[config.mk]
export PLATFORM = sky130hd
export DESIGN_NAME = uart_irq_sched
export DESIGN_NICKNAME = d
export VERILOG_FILES = /design/src/rtl/uart_irq_sched_pkg.sv /design/src/rtl/uart_irq_sched_rr_pick.sv /design/src/rtl/uart_irq_sched.sv
export SDC_FILE = /design/constraint.sdc
export NUM_CORES = 1
export LEC_CHECK = 0
export BUFFER_PORTS_ARGS = -buffer_cell sky130_fd_sc_hd__buf_2
export CORE_UTILIZATION = 57
export DETAILED_ROUTE_END_ITERATION = 12
export GPL_TIMING_DRIVEN = 0
export PLACE_DENSITY_LB_ADDON = 0.08
export SLEW_MARGIN = 0
export SYNTH_ARGS = -nofsm -noshare
export SYNTH_HDL_FRONTEND = slang
export SYNTH_HIERARCHICAL = 1
export SYNTH_SLANG_ARGS = --single-unit
[constraint.sdc]
create_clock -name clk -period 3.9 [get_ports clk]
set_input_delay 0.585 -clock clk [delete_from_list [all_inputs] [get_ports clk]]
set_output_delay 0.585 -clock clk [all_outputs]
set_load 0.05 [all_outputs]
[src/rtl/uart_irq_sched_pkg.sv]
// Shared definitions for the UART interrupt scheduler: FSM state encoding,
// default source/vector sizes and the vector-register bit layout.
package uart_irq_sched_pkg;

  localparam int unsigned N_SRC_DEF = 6;
  localparam int unsigned VEC_W_DEF = 3;

  typedef enum logic [2:0] {
    ST_IDLE    = 3'd0,
    ST_ARB     = 3'd1,
    ST_ASSERT  = 3'd2,
    ST_SERVICE = 3'd3,
    ST_GAP     = 3'd4
  } state_t;

  // Vector register as seen by the CPU through the EBI register file.
  typedef struct packed {
    logic       vec_valid;
    logic [3:0] rsvd;
    logic [2:0] vec;
  } vec_reg_t;

  function automatic vec_reg_t pack_vec_reg(input logic valid, input logic [2:0] vec);
    vec_reg_t r;
    r.vec_valid = valid;
    r.rsvd      = 4'b0;
    r.vec       = vec;
    return r;
  endfunction

endpackage

[src/rtl/uart_irq_sched_rr_pick.sv]
// Combinational round-robin find-first: first set bit of req searching
// upward from ptr+1, wrapping from N_SRC-1 to 0.
module rr_pick #(
  parameter int unsigned N_SRC = 6,
  parameter int unsigned VEC_W = 3
) (
  input  logic [N_SRC-1:0] req,
  input  logic [VEC_W-1:0] ptr,
  output logic [VEC_W-1:0] grant_idx,
  output logic             any
);

  // Scan farthest offset first so the nearest requester overwrites.
  always_comb begin
    int idx;
    grant_idx = '0;
    for (int off = int'(N_SRC); off >= 1; off--) begin
      idx = int'(ptr) + off;
      if (idx >= int'(N_SRC)) idx = idx - int'(N_SRC);
      if (req[VEC_W'(idx)]) grant_idx = VEC_W'(idx);
    end
  end

  assign any = |req;

endmodule

[src/rtl/uart_irq_sched.sv]
// Six-channel UART interrupt scheduler: mask, round-robin pick, ack/eoi
// handshake with post-service gap. UART_IRQ_TIMEOUT_EN adds a service watchdog.
module uart_irq_sched
  import uart_irq_sched_pkg::*;
#(
  parameter int unsigned N_SRC   = N_SRC_DEF,
  parameter int unsigned VEC_W   = VEC_W_DEF,
  parameter int unsigned GAP_CYC = 4
`ifdef UART_IRQ_TIMEOUT_EN
  , parameter int unsigned TIMEOUT_CYC = 65535
`endif
) (
  input  logic             clk,
  input  logic             rst,
  input  logic [N_SRC-1:0] irq_i,
  input  logic [N_SRC-1:0] irq_mask_i,
  input  logic             ack_i,
  input  logic             eoi_i,
  output logic             int_o,
  output logic [VEC_W-1:0] vec_o,
  output logic             vec_valid_o,
  output logic [N_SRC-1:0] pend_o,
  output logic             busy_o
`ifdef UART_IRQ_TIMEOUT_EN
  , output logic           timeout_o
`endif
);

  localparam int unsigned GAP_W = (GAP_CYC > 0) ? $clog2(GAP_CYC + 1) : 1;

  state_t             state, state_n;
  logic [VEC_W-1:0]   rr_ptr, rr_n;
  logic [GAP_W-1:0]   gap_cnt, gap_n;
  logic               int_n, vv_n;
  logic [VEC_W-1:0]   vec_n;
  logic [VEC_W-1:0]   grant_idx;
  logic               grant_any;
  logic               tmo_hit;

`ifdef UART_IRQ_TIMEOUT_EN
  localparam int unsigned TMO_W = $clog2(TIMEOUT_CYC + 1);
  logic [TMO_W-1:0] tmo_cnt, tmo_n;
  logic             tout_n;
  assign tmo_hit = (tmo_cnt == TMO_W'(TIMEOUT_CYC - 1));
`else
  assign tmo_hit = 1'b0;
`endif

  rr_pick #(.N_SRC(N_SRC), .VEC_W(VEC_W)) u_rr_pick (
    .req       (pend_o),
    .ptr       (rr_ptr),
    .grant_idx (grant_idx),
    .any       (grant_any)
  );

  always_comb begin
    state_n = state;
    int_n   = int_o;
    vec_n   = vec_o;
    vv_n    = vec_valid_o;
    rr_n    = rr_ptr;
    gap_n   = gap_cnt;
`ifdef UART_IRQ_TIMEOUT_EN
    tmo_n   = tmo_cnt;
    tout_n  = 1'b0;
`endif
    case (state)
      ST_IDLE: if (|pend_o) state_n = ST_ARB;
      ST_ARB: begin
        if (grant_any) begin
          vec_n   = grant_idx;
          vv_n    = 1'b1;
          int_n   = 1'b1;
          state_n = ST_ASSERT;
        end else begin
          state_n = ST_IDLE;
        end
      end
      // Ack beats a simultaneous withdrawal; eoi is meaningless here.
      ST_ASSERT: begin
        if (ack_i) begin
          int_n   = 1'b0;
          state_n = ST_SERVICE;
`ifdef UART_IRQ_TIMEOUT_EN
          tmo_n   = '0;
`endif
        end else if (!pend_o[vec_o]) begin
          int_n   = 1'b0;
          vv_n    = 1'b0;
          state_n = ST_IDLE;
        end
      end
      ST_SERVICE: begin
        if (eoi_i || tmo_hit) begin
          rr_n    = vec_o;
          vv_n    = 1'b0;
          gap_n   = '0;
          state_n = (GAP_CYC > 0) ? ST_GAP : ST_IDLE;
`ifdef UART_IRQ_TIMEOUT_EN
          tout_n  = !eoi_i;
`endif
        end else begin
`ifdef UART_IRQ_TIMEOUT_EN
          tmo_n   = tmo_cnt + 1'b1;
`endif
        end
      end
      ST_GAP: begin
        if (gap_cnt >= GAP_W'(GAP_CYC - 1)) state_n = ST_IDLE;
        else                                gap_n   = gap_cnt + 1'b1;
      end
      default: state_n = ST_IDLE;
    endcase
  end

  always_ff @(posedge clk or posedge rst) begin
    if (rst) begin
      state       <= ST_IDLE;
      pend_o      <= '0;
      int_o       <= 1'b0;
      vec_o       <= '0;
      vec_valid_o <= 1'b0;
      busy_o      <= 1'b0;
      rr_ptr      <= VEC_W'(N_SRC - 1);
      gap_cnt     <= '0;
`ifdef UART_IRQ_TIMEOUT_EN
      tmo_cnt     <= '0;
      timeout_o   <= 1'b0;
`endif
    end else begin
      state       <= state_n;
      pend_o      <= irq_i & ~irq_mask_i;
      int_o       <= int_n;
      vec_o       <= vec_n;
      vec_valid_o <= vv_n;
      busy_o      <= (state_n != ST_IDLE);
      rr_ptr      <= rr_n;
      gap_cnt     <= gap_n;
`ifdef UART_IRQ_TIMEOUT_EN
      tmo_cnt     <= tmo_n;
      timeout_o   <= tout_n;
`endif
    end
  end

endmodule

Word level (Yosys, flattened, before mapping)
Cells that the tools add are included.
{"block": "totals", "input_bits": 16, "wordCells": 107, "ff_bits": 21, "out_inout_bits": 12}
{"block": "classes", "n_eq_ne": 10, "n_reduce_logical": 11, "n_bitwise": 2, "add_sub_neg": 13, "n_lt_le_gt_ge": 14, "mux": 49}
{"operator": "2-to-1 mux 3 bit", "count": 19}
{"operator": "< comparator 3 x 5 -> 1 bit (second input constant)", "count": 6}
{"operator": ">= comparator 4 x 3 -> 1 bit (second input constant)", "count": 6}
{"operator": "binary-select mux 1 bit (select 3 bit)", "count": 7}
{"operator": "2-to-1 mux 1 bit", "count": 18}
{"operator": "subtractor 3 x 2 -> 3 bit (second input constant)", "count": 6}
{"operator": "one-hot mux 3 bit (5 select lines)", "count": 1}
{"operator": "adder 3 x 3 -> 4 bit (second input constant)", "count": 3}
{"operator": "inequality test 2 bit (second input constant)", "count": 5}
{"operator": "adder 3 x 2 -> 4 bit (second input constant)", "count": 2}
{"operator": "AND 6 bit", "count": 1}
{"operator": "equality test 3 x 2 -> 1 bit (second input constant)", "count": 2}
{"operator": "inverter 6 bit", "count": 1}
{"operator": "one-hot mux 3 bit (2 select lines)", "count": 1}
{"operator": "AND reduction 3 bit", "count": 2}
{"operator": "nonzero test 3 bit", "count": 2}
{"operator": "OR reduction 6 bit", "count": 1}
{"operator": "AND reduction 5 bit", "count": 1}
{"operator": "adder 3 x 1 -> 4 bit (second input constant)", "count": 1}
{"operator": "< comparator 3 x 4 -> 1 bit (second input constant)", "count": 1}
{"operator": "AND reduction 2 bit", "count": 2}
{"operator": "nonzero test 2 bit", "count": 2}
{"operator": "adder 3 x 1 -> 3 bit (second input constant)", "count": 1}
{"operator": "equality test 3 x 1 -> 1 bit (second input constant)", "count": 1}
{"operator": "7 further kinds", "count": 7}

Depth between registers and ports, before layout
{"block": "logic_depth", "word_depth": 12, "ltp_mapped": 11, "depth_no_buf": 9}

By module
The synthesis kept the hierarchy.
{"module": "uart_irq_sched", "cells_each": 81, "n_inst": 1, "area_each_um2": 968.4, "seq_area_each_um2": 528.0}
{"module": "rr_pick", "cells_each": 121, "n_inst": 1, "area_each_um2": 910.9, "seq_area_each_um2": 0.0}

Worst setup path before layout
OpenSTA, ideal clock, no wires.
{"block": "synth_timing", "kind": "flip-flop to flip-flop", "from": "register rr_ptr[0]", "to": "register vec_o[0]", "stages_incl_launch_ff": 12, "synth_period_minus_slack_ps": 3030, "t_required_ps": 3775, "arrival_ps": 2906, "setup_time_ps": 125, "path_slack_ps": 870, "cell_sequence": "dfstp_2 > buf_4 > buf_2 > inv_1 > ha_1 > clkbuf_1 > a21oi_1 > a31o_1 > nand3b_1 > a31o_1 > a221o_1 > mux2_2"}
{"block": "synth_between", "elab_chain_len": 12, "elab_cells_between_ends": 48, "cone_classes": "12 x add/sub; 6 x order compare; 30 x mux"}
{"element": "start, declared", "line_no": "uart_irq_sched.sv:32", "rtl": "logic [VEC_W-1:0] rr_ptr, rr_n;"}
{"element": "start signal, assigned", "line_no": "uart_irq_sched.sv:124", "rtl": "rr_ptr <= VEC_W'(N_SRC - 1);"}
{"element": "start signal, assigned", "line_no": "uart_irq_sched.sv:137", "rtl": "rr_ptr <= rr_n;"}
{"element": "adder 3 x 3 -> 4 bit", "line_no": "uart_irq_sched_rr_pick.sv:18", "rtl": "idx = int'(ptr) + off;"}
{"element": ">= comparator 4 x 3 -> 1 bit / subtractor 3 x 2 -> 3 bit (equally long branches)", "line_no": "uart_irq_sched_rr_pick.sv:19", "rtl": "if (idx >= int'(N_SRC)) idx = idx - int'(N_SRC);"}
{"element": "2-to-1 mux 3 bit", "line_no": "uart_irq_sched_rr_pick.sv:19"}
{"element": "binary-select mux 1 bit (select 3 bit)", "line_no": "uart_irq_sched_rr_pick.sv:20", "rtl": "if (req[VEC_W'(idx)]) grant_idx = VEC_W'(idx);"}
{"element": "2-to-1 mux 1 bit (implied by the code) (2 in a row)", "line_no": "uart_irq_sched_rr_pick.sv:20"}
{"element": "2-to-1 mux 3 bit (5 in a row)", "line_no": "uart_irq_sched_rr_pick.sv:20"}
{"element": "2-to-1 mux 3 bit (*)", "line_no": "uart_irq_sched_rr_pick.sv:20"}
{"element": "net grant_idx[0]", "line_no": "uart_irq_sched.sv:36", "rtl": "logic [VEC_W-1:0] grant_idx;"}
{"element": "end signal, assigned", "line_no": "uart_irq_sched.sv:134", "rtl": "vec_o <= vec_n;"}
{"element": "end, declared", "line_no": "uart_irq_sched.sv:20", "rtl": "output logic [VEC_W-1:0] vec_o,"}
The timed path passes the listed nets; every way through them passes the cells marked *. The select of a mux whose other input is x is not followed.
A chain may end at the register's enable or synchronous reset.

Worst setup path in the final report
Same ends and word-level chain as after synthesis.

==> flow_summary.ini <==
[power_and_ir_drop]
power_mw = 1.87
power_density_mw_per_mm2 = 891
leakage_nw = 0.936
peakVddDrop_v = 0.000443

[synthesis]
synth.area.top_cells = dfrtp_1, ha_1, mux2i_1
yosysMostFrequentCell = dfrtp_1
synth_top_family_by_area = simple AND/OR/NAND/NOR gates
ys_warn_count = 6
synthCells = 202
syn_area_sq_mm = 0.00188
ys_ff_latch = 21
syn_area_per_cell_sq_um = 9.30
muxShareOfSynthArea = 0.137
synth_compound_area_frac = 0.176
synth_fa_ha_area_frac = 0.0799
synth_top_area_share = 0.253
synth_xor_area_frac = 0.0233
synthTopCellsByCount = dfrtp_1, nand2_1, ha_1, o21ai_0, inv_1
synthFlopType = dfrtp_1
synth_fp_nets = 230
yosysSeqAreaShare = 0.281
synth_largest_area_cell = dfrtp_1
async_flop_share = 1.00
synth_cell_types = 60
synth-edff-count = 0
yosys.area_share.simple = 0.267

[finish]
utilization = 0.676
nNetsFinal = 262
fin_area_sq_mm = 0.00210
drive_gt1_frac = 0.236
n_antenna_cell = 0
area_growth_pct = 11.6

[min_path]
hp-class = input port to asynchronous set/reset pin

[drt]
ant_nets = 0
dr.pass1.iters = 6
finalWirelength_mm = 4.45
drtIter0Drc = 101
avgViaCountPerCell = 6.16
wl_per_cell_microns = 16.0
via_count = 1707
drc = 0

[place]
globalplace.congestion = 0.860
numPortBuffers = 27
place_area_sq_mm = 0.00207
hpwl_mm = 3.44

[floorplanning]
io_pins = 28
rows = 20
die_w_microns = 59.4
dieArea_sq_mm = 0.00353
fp.dieH_microns = 59.4
design.core.area_sq_mm = 0.00310
start_util = 0.606

[clock_tree]
cts_buffer_depth = 2
cts_tree = yes
insertion_delay_ns = 0.31
postCtsHoldBufs = 0
cts_sinks = 21
cts_setup_buffers = 0
root_buffer = clkbuf_4
cts_htree_levels = 1
cts_buffers = 3
clk_pin_slew_ns = 0.12
ctsResizeCount = 0

[worst_setup_path]
crit_type = register to register
worstSetupStartpointType = register
r2r-start = rr_ptr[0]
crit_chain = buf_4, buf_2, inv_1, ha_1, clkbuf_1, a21oi_1, a31o_1, nand3b_1, a31o_1, a221o_1, mux2_2
crit_required_ns = 4.10
cp_num_buf_inv = 4
rrSetupSlack_ns = 0.39
r2r_cells = 11
slowest_stage = dfstp_2
critPathMaxFanout = 10
crit_top_cell = a31o_1
arrival_ns = 3.71
rr_endpoint = vec_o[0]
crit_path_max_incr_delay_ns = 0.62
endpoint_kind = register
path_delay_family = buffers and inverters

[sta]
fin_crit_ns = 3.51
finalSetupTns_ns = 0
finalClockSkew_ns = 0.00432
final-max-slew-violation-count = 0
setup_viol = 0
worstMarginPinSlew_ns = 0.766
hold_viol_final = 0
slew_headroom = 0.489
fmax_mhz = 285
final.period_utilization = 0.900
grt_setup_unrepaired = false

[run_status]
status = finished clean

[grt]
grt_use_total = 0.279
grt-ovfl-total = 0
grt_max_degree = 22
first_global_vias = 1566
antenna_found_initial = 0
grt_pass1_wl_mm = 7.45

[run]
maxCapViolations = 0
[registers in the layout, indices dropped and copies added (netlist names)]
signal and cells:
busy_o 1, gap_cnt 3, int_o 1, rr_ptr 3
state 3, vec_valid_o 1, pend_o 6, vec_o 3
[kinds of logic (layout without fill, tap and decap cells)]
group | Yosys count | count (layout)
flops | 21 | 21
buf+inv | 16 | 47
mux | 21 | 21
xor+xnor | 5 | 5
fa+ha+maj | 12 | 12
compound gates | 48 | 48
simple gates | 79 | 79
[metal layers]
layer | vias up | part of all wire | global-route usage
met5 | - | 0 | 0
li1 | 807 | - | -
met2 | 83 | 0.47 | 0.451
met1 | 817 | 0.46 | 0.405
met4 | 0 | 0 | 0.0306
met3 | 0 | 0.072 | 0.0393
[worst reg2reg max path: stages, from the launching register on]
cell	delay, ns
dfstp_2	0.62
buf_4	0.22
buf_2	0.28
inv_1	0.10
ha_1	0.43
clkbuf_1	0.42
a21oi_1	0.08
a31o_1	0.27
nand3b_1	0.21
a31o_1	0.20
a221o_1	0.31
mux2_2	0.26
[area by class of cell]
cell class	instances	area (sq um)
Buffer	5	25.0
Clock buffer	3	22.5
Clock inverter	1	5.00
Fill cell	273	1010
Inverter	11	41.3
Multi-Input combinational cell	165	1280
Sequential cell	21	528
Tap cell	44	55.1
Timing Repair Buffer	27	135
[cells in the final DEF (no fill, tap or decap), types with 4 or more instances in the layout]
cell type | netlist | routed
a21oi_1 | 8 | 8
buf_2 | 2 | 29
dfrtp_1 | 19 | 19
ha_1 | 12 | 12
inv_1 | 11 | 11
mux2_2 | 7 | 7
mux2i_1 | 10 | 10
nand2_1 | 16 | 16
nand2b_1 | 5 | 5
nand3_1 | 10 | 10
nor2_1 | 8 | 8
nor2b_1 | 9 | 9
nor3_1 | 4 | 4
nor3b_1 | 4 | 4
o21ai_0 | 12 | 12
xnor2_1 | 4 | 4
[power breakdown]
part | internal, mW | switching, mW | leakage [nW]
sequential | 0.300 | 0.112 | 0.261
clock | 0.0383 | 0.0664 | 0.0177
combinational | 0.561 | 0.791 | 0.657
total | 0.899 | 0.970 | 0.936
[worst max path at each step]
| stage | start | to | slack (ns) | cells past startpoint |
|---|---|---|---|---|
| floorplan | rr_ptr[0] | vec_o[0] | 0.87 | 11 |
| global placement | rr_ptr[0] | vec_o[0] | 0.57 | 11 |
| detailed placement | rr_ptr[0] | vec_o[0] | 0.45 | 11 |
| CTS | rr_ptr[0] | vec_o[0] | 0.42 | 11 |
| global route | rr_ptr[0] | vec_o[0] | 0.21 | 11 |
| finish | rr_ptr[0] | vec_o[0] | 0.39 | 11 |
[metrics by stage]
stage,worst slack [ns],hold slack [ns],cells
2_1_floorplan,0.870,0.471,202
3_3_place_gp,0.575,0.486,273
3_5_place_dp,0.448,0.504,273
4_1_cts,0.418,0.396,277
5_1_grt,0.213,0.388,277
6_report,0.390,0.390,277
Note: power is estimated with default switching activity, not from simulation.
